## src/rtl/lc3_mem_pkg.sv

```systemverilog
// Shared types and constants for the LC-3 memory responder: access FSM states and the I/O address.
package lc3_mem_pkg;

  typedef enum logic [1:0] {
    IDLE,
    WAIT,
    RESP
  } state_t;

  localparam logic [15:0] IO_HEX_ADDR = 16'hFFFF;
  localparam int          CNT_W       = 4;

  function automatic logic is_io(input logic [15:0] addr);
    return addr == IO_HEX_ADDR;
  endfunction

endpackage

```

## src/rtl/lc3_sram_array.sv

```systemverilog
// 2^AW x 16 storage with synchronous write and registered read; one-cycle read latency, no backpressure.
// Contents are deliberately left unreset.
module lc3_sram_array #(
  parameter int AW = 8
) (
  input  logic          clk,
  input  logic          wr_en,
  input  logic [AW-1:0] wr_addr,
  input  logic [15:0]   wr_data,
  input  logic          rd_en,
  input  logic [AW-1:0] rd_addr,
  output logic [15:0]   rd_data
);

  logic [15:0] mem [2**AW];

  always_ff @(posedge clk) begin
    if (wr_en) mem[wr_addr] <= wr_data;
  end

  always_ff @(posedge clk) begin
    if (rd_en) rd_data <= mem[rd_addr];
  end

endmodule

```

## src/rtl/lc3_mem_responder.sv

```systemverilog
// LC-3 memory responder: SRAM plus FFFF switch/hex I/O, response WAIT_STATES cycles after accept.
// Single outstanding access; req_ready only in IDLE, responses are a one-cycle pulse with no backpressure.
module lc3_mem_responder
  import lc3_mem_pkg::*;
#(
  parameter int WAIT_STATES = 2,
  parameter int AW          = 8
) (
  input  logic        Clk,
  input  logic        Reset_n,
  input  logic        req_valid,
  input  logic        req_we,
  input  logic [15:0] req_addr,
  input  logic [15:0] req_wdata,
  output logic        req_ready,
  output logic        rsp_valid,
  output logic [15:0] rsp_rdata,
  input  logic [15:0] SW,
  output logic [15:0] HEX_reg
);

  localparam logic [CNT_W-1:0] WS_LOAD = CNT_W'(WAIT_STATES);

  state_t           state, state_nxt;
  logic [CNT_W-1:0] cnt, cnt_nxt;

  logic        accept;
  logic        enter_resp;
  logic        we_q;
  logic [15:0] addr_q;
  logic [15:0] wdata_q;
  logic [15:0] sw_q;
  logic [15:0] rdata_hold;

  logic        cur_we;
  logic        cur_io;
  logic [15:0] cur_addr;
  logic [15:0] cur_wdata;
  logic [15:0] sram_rdata;
  logic [15:0] rsp_mux;
  logic        sram_wr_en;
  logic        sram_rd_en;

  assign req_ready = (state == IDLE);
  assign accept    = req_valid && req_ready;

  // With zero wait states the access completes on the accept edge, so use the live request then.
  assign cur_we    = (state == IDLE) ? req_we    : we_q;
  assign cur_addr  = (state == IDLE) ? req_addr  : addr_q;
  assign cur_wdata = (state == IDLE) ? req_wdata : wdata_q;
  assign cur_io    = is_io(cur_addr);

  always_ff @(posedge Clk or negedge Reset_n) begin
    if (!Reset_n) begin
      state <= IDLE;
      cnt   <= '0;
    end else begin
      state <= state_nxt;
      cnt   <= cnt_nxt;
    end
  end

  always_comb begin
    state_nxt = state;
    cnt_nxt   = cnt;
    case (state)
      IDLE: begin
        if (accept) begin
          if (WAIT_STATES > 0) begin
            state_nxt = WAIT;
            cnt_nxt   = WS_LOAD;
          end else begin
            state_nxt = RESP;
          end
        end
      end
      WAIT: begin
        cnt_nxt = cnt - 1'b1;
        if (cnt == CNT_W'(1)) state_nxt = RESP;
      end
      RESP:    state_nxt = IDLE;
      default: state_nxt = IDLE;
    endcase
  end

  assign enter_resp = (state_nxt == RESP) && Reset_n;
  assign sram_wr_en = enter_resp && cur_we && !cur_io;
  assign sram_rd_en = enter_resp && !cur_we && !cur_io;

  always_ff @(posedge Clk or negedge Reset_n) begin
    if (!Reset_n) begin
      we_q    <= 1'b0;
      addr_q  <= '0;
      wdata_q <= '0;
      sw_q    <= '0;
    end else if (accept) begin
      we_q    <= req_we;
      addr_q  <= req_addr;
      wdata_q <= req_wdata;
      if (!req_we && is_io(req_addr)) sw_q <= SW;
    end
  end

  always_ff @(posedge Clk or negedge Reset_n) begin
    if (!Reset_n) begin
      HEX_reg <= '0;
    end else if (enter_resp && cur_we && cur_io) begin
      HEX_reg <= cur_wdata;
    end
  end

  lc3_sram_array #(
    .AW(AW)
  ) u_sram (
    .clk     (Clk),
    .wr_en   (sram_wr_en),
    .wr_addr (cur_addr[AW-1:0]),
    .wr_data (cur_wdata),
    .rd_en   (sram_rd_en),
    .rd_addr (cur_addr[AW-1:0]),
    .rd_data (sram_rdata)
  );

  assign rsp_mux = we_q ? wdata_q : (is_io(addr_q) ? sw_q : sram_rdata);

  // Snapshot the response as RESP ends so the output holds it until the next one.
  always_ff @(posedge Clk or negedge Reset_n) begin
    if (!Reset_n) begin
      rdata_hold <= '0;
    end else if (state == RESP) begin
      rdata_hold <= rsp_mux;
    end
  end

  assign rsp_valid = (state == RESP);
  assign rsp_rdata = (state == RESP) ? rsp_mux : rdata_hold;

endmodule

```

## config.mk

```make
export PLATFORM = sky130hd
export DESIGN_NAME = lc3_mem_responder
export DESIGN_NICKNAME = d
export VERILOG_FILES = /design/src/rtl/lc3_mem_pkg.sv /design/src/rtl/lc3_sram_array.sv /design/src/rtl/lc3_mem_responder.sv
export SDC_FILE = /design/constraint.sdc
export NUM_CORES = 2
export LEC_CHECK = 0
export CAP_MARGIN = 15
export CORE_MARGIN = 1.5
export CORE_UTILIZATION = 45
export DETAILED_ROUTE_END_ITERATION = 10
export MAX_ROUTING_LAYER = met4
export PLACE_DENSITY_LB_ADDON = 0.05
export SYNTH_ARGS = -nofsm -noshare
export SYNTH_HDL_FRONTEND = slang
export SYNTH_SLANG_ARGS = --single-unit
```

## constraint.sdc

```tcl
create_clock -name Clk -period 4.8 [get_ports Clk]
set_input_delay 0.72 -clock Clk [delete_from_list [all_inputs] [get_ports Clk]]
set_output_delay 0.72 -clock Clk [all_outputs]
set_load 0.005 [all_outputs]
```

Word level (Yosys, flattened, before mapping)
Memories as Yosys holds them, arrays and structs flattened. A register that Yosys moved wholly into a read port is not among the register bits.
Index checks and enable logic that the tools add are counted.
Storage, ports and cells
  flip-flop bits (word level): 87
  memory bits (writable): 4096
  input bits: 52
  output and inout port bits: 34
  logic and storage cells: 46
  memories: 1
Memory list
  u_sram.mem: depth 256, width 16, read ports 1, clocked after Yosys merged registers in 1, write ports 1, line lc3_sram_array.sv:15  | logic [15:0] mem [2**AW];
Operators by class
  add/subtract/negate cells: 1
  equal/unequal tests: 8
  muxes and demuxes: 13
  reductions and logical operators: 15
Operators with widths (count)
  $mux 16: 5
  $eq 16x16->1 const B: 3
  $logic_and 1x1->1: 8
  $pmux 4 s2: 1
  $eq 2x2->1 const B: 2
  $eq 4x1->1 const B: 1
  $mux 2: 2
  $mux 4: 1
  $pmux 2 s2: 1
  $reduce_and 2->1: 2
  $sub 4x1->4 const B: 1
  $logic_not 1->1: 3
  $mux 1: 3
  $eq 2x1->1 const B: 1
  $logic_not 2->1: 1
  $ne 2x1->1 const B: 1
  $reduce_bool 2->1: 1

Longest topological paths before layout
  word-level depth: 10
  mapped depth: 11
  depth with buffers taken out: 9

Cells and area by module
Synthesis repeated with hierarchy kept, for this count alone.
Unflattened totals
  cell total of the unflattened synthesis: 7669
  area, all modules: 162863.7 um2
By module, submodules not included
  lc3_sram_array: instances 1, cells each 7360, area an instance 158874.9 um2, seq. area each 123478.4 um2
  lc3_mem_responder: instances 1, cells each 309, area an instance 3988.8 um2, seq. area each 2177.1 um2

Worst setup path before layout
Ideal clock, no wire load.
  path kind: register to register
  start point: reg state[1]
  end point: mem u_sram.mem[0][10] (data pin)
  setup time: 0.557 ns
  arrival time: 3.243 ns
  required time: 4.243 ns
  path slack: 1.001 ns
  stages on the path, launching flop included: 6
  buffers on the path: 3
  period minus slack after synthesis: 3.799 ns
  path through: dfrtp_1 -> nor2_8 -> buf_6 -> buf_2 -> clkbuf_1 -> mux2_2
Between the ends
  cells in the longest elaborated chain, start to end: 2
Ends and longest elaborated chain
  start, declared: line lc3_mem_responder.sv:24  | state_t state, state_nxt;
  start signal, assigned: line lc3_mem_responder.sv:58  | state <= state_nxt;
  $logic_not 2->1
  named net req_ready: line lc3_mem_responder.sv:15  | output logic req_ready,
  $mux 16: line lc3_mem_responder.sv:50  | assign cur_wdata = (state == IDLE) ? req_wdata : wdata_q;
  named net cur_wdata[10]: line lc3_mem_responder.sv:38  | logic [15:0] cur_wdata;
  end, declared: line lc3_sram_array.sv:15
The timed path passes the listed nets, and every way through them passes these cells.

Worst setup path after layout
  start point: reg state[1]
  end point: reg u_sram.rd_data[13], read port of u_sram.mem (data pin)
Between the ends
  cells in the longest elaborated chain, start to end: 8
  elaborated cells between the ends (all ways): 15
  those cells by class: 3 x eq/ne; 5 x mux; 7 x reduce/logical
Ends and longest elaborated chain
  $logic_not 2->1
  $logic_and 1x1->1: line lc3_mem_responder.sv:45  | assign accept = req_valid && req_ready;
  $mux 2: line lc3_mem_responder.sv:68  | if (accept) begin
  $pmux 2 s2: line lc3_mem_responder.sv:66  | case (state)
  $eq 2x2->1: line lc3_mem_responder.sv:86  | assign enter_resp = (state_nxt == RESP) && Reset_n;
  $logic_and 1x1->1: line lc3_mem_responder.sv:86
  $logic_and 1x1->1 (2 in series): line lc3_mem_responder.sv:88  | assign sram_rd_en = enter_resp && !cur_we && !cur_io;
  end, declared: line lc3_sram_array.sv:12  | output logic [15:0] rd_data
Parallel ways exist; a longest one is shown, timed or not.
A chain may end at the register's enable or synchronous reset.

==> summary.md <==
| Metric | Value |
|---|---|
| Status | finished, violations left |
| Failing checks | negative setup slack |
| Starting Density | a little under half |
| Syn Area/Cell | 17.4 sq um |
| Worst-Skew Late Latency | 1.00 ns |
| Post-synth top flop | edfxtp_1 |
| Largest family of logic cells by synthesized area | compound AO/OA/AOI/OAI gates |
| Arr. time, crit path | around 5.6 ns |
| Post-synth EDFFs | ~4,100 |
| RSZ-0062 raised after global routing | no |
| Synth Area in Compound Gates | ~15% |
| Mux contribution to synthesized area | less than 1% |
| Top-area cell type share of the netlist area | around four fifths |
| Vias per inst | between 6 and 7 |
| PnR worst setup slack | -0.0573 ns |
| Worst-case clock skew | slightly below 0.06 ns |
| Period minus WS final | a little under 5 ns |
| CTS buffer count | roughly 440 |
| Reg with most FFs | u_sram.mem |
| Remaining routing DRC violations | 0 |
| Mapped Cells | 8,892 |
| Leakage | between 50 and 60 nW |
| GRT Resource Usage Total | ~29% |
| Int Pwr | about 77 mW |
| Row count | approximately 220 |
| Core ar. | 343,000 sq um |
| Crit Path Class | reg -> reg |
| Clk sinks | approximately 4,200 |
| CP peak stage delay | 0.65 ns |
| Final core occ | 53.7% |
| Die extent in x | approximately 590 um |
| Total power | roughly 120 mW |
| Register share of total power | 39.2% |
| Nets | slightly below 10,000 |
| Worst Path Max Fanout | approximately 120 |
| Async set-reset flop share out of synthesis | 2.07% |
| Longest Clk Path Bufs | 4 |
| Setup WS pre-CTS | -0.791 ns |
| Inst Count DP | 13,800 |
| Worst-Margin Slew | 1.40 ns |
| Fin. max-slew vios | 0 |
| Via count | 91,700 |
| Finished Layout Cells | between 10,000 and 15,000 |
| Most area-hungry cell type in the Yosys netlist | edfxtp_1 |
| Clock Power Share | between 20 and 30% |
| Synth cell types | 42 |
| CP startpoint kind | flop |
| Die Area | 348,000 sq um |
| Hold WC Path Type | in -> async |
| Dpl hpwl | between 300,000 and 400,000 um |
| Synth Area in Adders | less than 1% |
| DR WL/cell | around 34 um |
| Post-Layout Inst Area | roughly 180,000 sq um |
| CTS clk-pin slew, worst paths | approximately 0.060 ns |
| Most frequent cells in the layout | 4,112 x edfxtp_1, 2,048 x a22oi_1, 1,041 x a21oi_1 |
| Max_cap viols | 0 |
| Fillers | 27,200 |
| Seq/Total Area, Yosys | between 80 and 90% |
| Switching pwr | between 40 and 50 mW |
| CTS tree | yes |
| GRT overflow | 0 |
| Die Height | just under 600 um |
| Routed Antenna Nets | 0 |
| CP max-delay cell | o41ai_1 |
| Synthesized area | about 150,000 sq um |
| Synthesized Nets | about 8,900 |
| Max IR drop VDD | approximately 540 uV |
| Max Clock Freq | a little over 200 MHz |
| Top post-synthesis cells by area | edfxtp_1 80%, a22oi_1 9.9%, a21oi_1 3.4% |
| Vias in the first global route | 88,000 |
| Tcrit/Tclk final | 101% |
| Final setup viols | 2 |
| Cell Area, Placed | ~170,000 sq um |
| Final Hold Viols | 0 |
| Port Buffers | 85 |
| Flops & latches, synth | ~4,200 |
| PwrDens | around 660 nW/um^2 |
| Slew HR | roughly 5.5% |
| Post-Route WL | around 500,000 um |
| Post-synthesis simple-gate area fraction | 1.35% |
| Crit path cell chain | nor2_8 -> mux2i_4 -> buf_12 -> buf_4 -> a22oi_1 -> a21oi_1 -> o41ai_1 -> buf_4 -> a41oi_1 -> buf_4 -> or4_1 |
| Initial antenna violation count | 38 |
| XOR/XNOR share of the synthesized area | 0% |
| Fraction of layout instances using a drive strength above 1 | between 15 and 20% |
| Setup crit end kind | flop |
| Sw Ratio | 36.1% |
| Req. time, crit path | 5.52 ns |
| H-tree Lvls | 5 |
| Largest net degree at the start of global routing | ~130 |
| Syn. warnings | 0 |
| Final RePlAce weighted congestion | between 0.8 and 0.9 |
| DR pass1 iterations | 6 |
| First-pass GRT wire length | around 700,000 um |
| Clock Tree Root | clkbuf_16 |
| Comb pwr share | 33.2% |
| Largest register FFs | around 4,100 |
| Initial DRC Count | roughly 12,000 |
| Most used cell, CP | buf_4 |
| Area Overhead vs Synth | 18.7% |
| # IOs | 86 |
| Most common cell after layout, fill and taps aside | edfxtp_1 |
-- synthesized netlist by cell type (4+ instances only) --
cell type / number
buf_1: 53
dfrtp_1: 87
or4_1: 18
nand2_1: 144
mux2_2: 48
nor2_1: 280
mux2i_1: 20
nand3b_1: 4
a41oi_1: 64
nand4_1: 6
a22oi_1: 2048
o21ai_0: 28
edfxtp_1: 4112
inv_1: 5
buf_2: 198
o41ai_1: 256
clkbuf_1: 411
buf_6: 7
a21oi_1: 1041
and3_1: 4
nand2b_1: 21
a31oi_1: 5
-- power groups by stage --
stage / clock, mW / sequential, mW / combinational (mW)
6_report: 33.3 / 47.3 / 40.0
5_1_grt: 35.1 / 47.3 / 41.9
4_1_cts: 33.8 / 47.2 / 39.9
3_5_place_dp: 0 / 48.0 / 39.8
3_3_place_gp: 0 / 48.0 / 39.2
2_1_floorplan: 0 / 48.6 / 18.3
-- cell type report --
cell class | count | area [sq um] | share of cell area (%)
flip-flops and latches | 4199 | 126000 | 68.3
multi-input cells | 4016 | 27200 | 14.8
repair buffers | 989 | 11500 | 6.25
clock buffers | 534 | 11400 | 6.21
well taps | 4557 | 5700 | 3.10
clock inverters | 275 | 2520 | 1.37
diodes | 21 | 52.6 | 0.0286
inverters | 5 | 18.8 | 0.0102
-- worst max-delay path, delay by kind of cell, from the launching register on --
| family | cells | cell delay [ns] |
|---|---|---|
| compound gates | 4 | 1.58 |
| flops | 1 | 0.49 |
| mux | 1 | 0.20 |
| buf+inv | 4 | 1.29 |
| simple gates | 2 | 0.75 |
-- metal layers --
metal	part of all wire, %	wire [um]	GRT usage (%)
met4	2.5	12600	7.03
met2	46	231000	43.6
met1	43	216000	42.1
met5	0	0	-
met3	8.2	41000	4.39
-- final timing paths --
path,startpoint,endpoint,slack [ns],depth (start not counted)
setup / recovery,state[1]$_DFF_PN0_,u_sram.rd_data[13]$_DFFE_PP_,-0.06,11
hold / removal,Reset_n,cnt[3]$_DFFE_PN0P_,0.12,2
setup reg to reg,state[1]$_DFF_PN0_,u_sram.rd_data[13]$_DFFE_PP_,-0.06,11
hold reg to reg,addr_q[11]$_DFFE_PN0P_,addr_q[11]$_DFFE_PN0P_,0.48,2
max in group asynchronous,Reset_n,rdata_hold[11]$_DFF_PN0_,3.40,3
min in group Clk,req_wdata[11],wdata_q[11]$_DFFE_PN0P_,0.34,3
-- what timing repair did --
| action | CTS | global route |
|---|---|---|
| endpoints found under the setup margin | 1 | 3 |
| hold buffers | 1 | 0 |
| pin swaps | 0 | 1 |
| setup buffers | 0 | 1 |
| gates resized for setup | 2 | 2 |
| endpoints found under the hold margin | 11 | 0 |
-- per-stage QoR --
step | hold WS, ns | TNS [ns]
6_report | 0.121 | -0.0878
5_1_grt | 0.100 | 0
4_1_cts | 0.0541 | 0
3_5_place_dp | 0.467 | -12.33
3_3_place_gp | 0.460 | -23.11
2_1_floorplan | 0.424 | 0
-- cells by family after synthesis --
logic type	after synthesis
buffers and inverters	677
adder cells (fa/ha/maj)	2
AND/OR/NAND/NOR	495
AO/OA/AOI/OAI	3451
multiplexers	68
flip-flops	4199
Note: power is estimated with default switching activity, not from simulation.
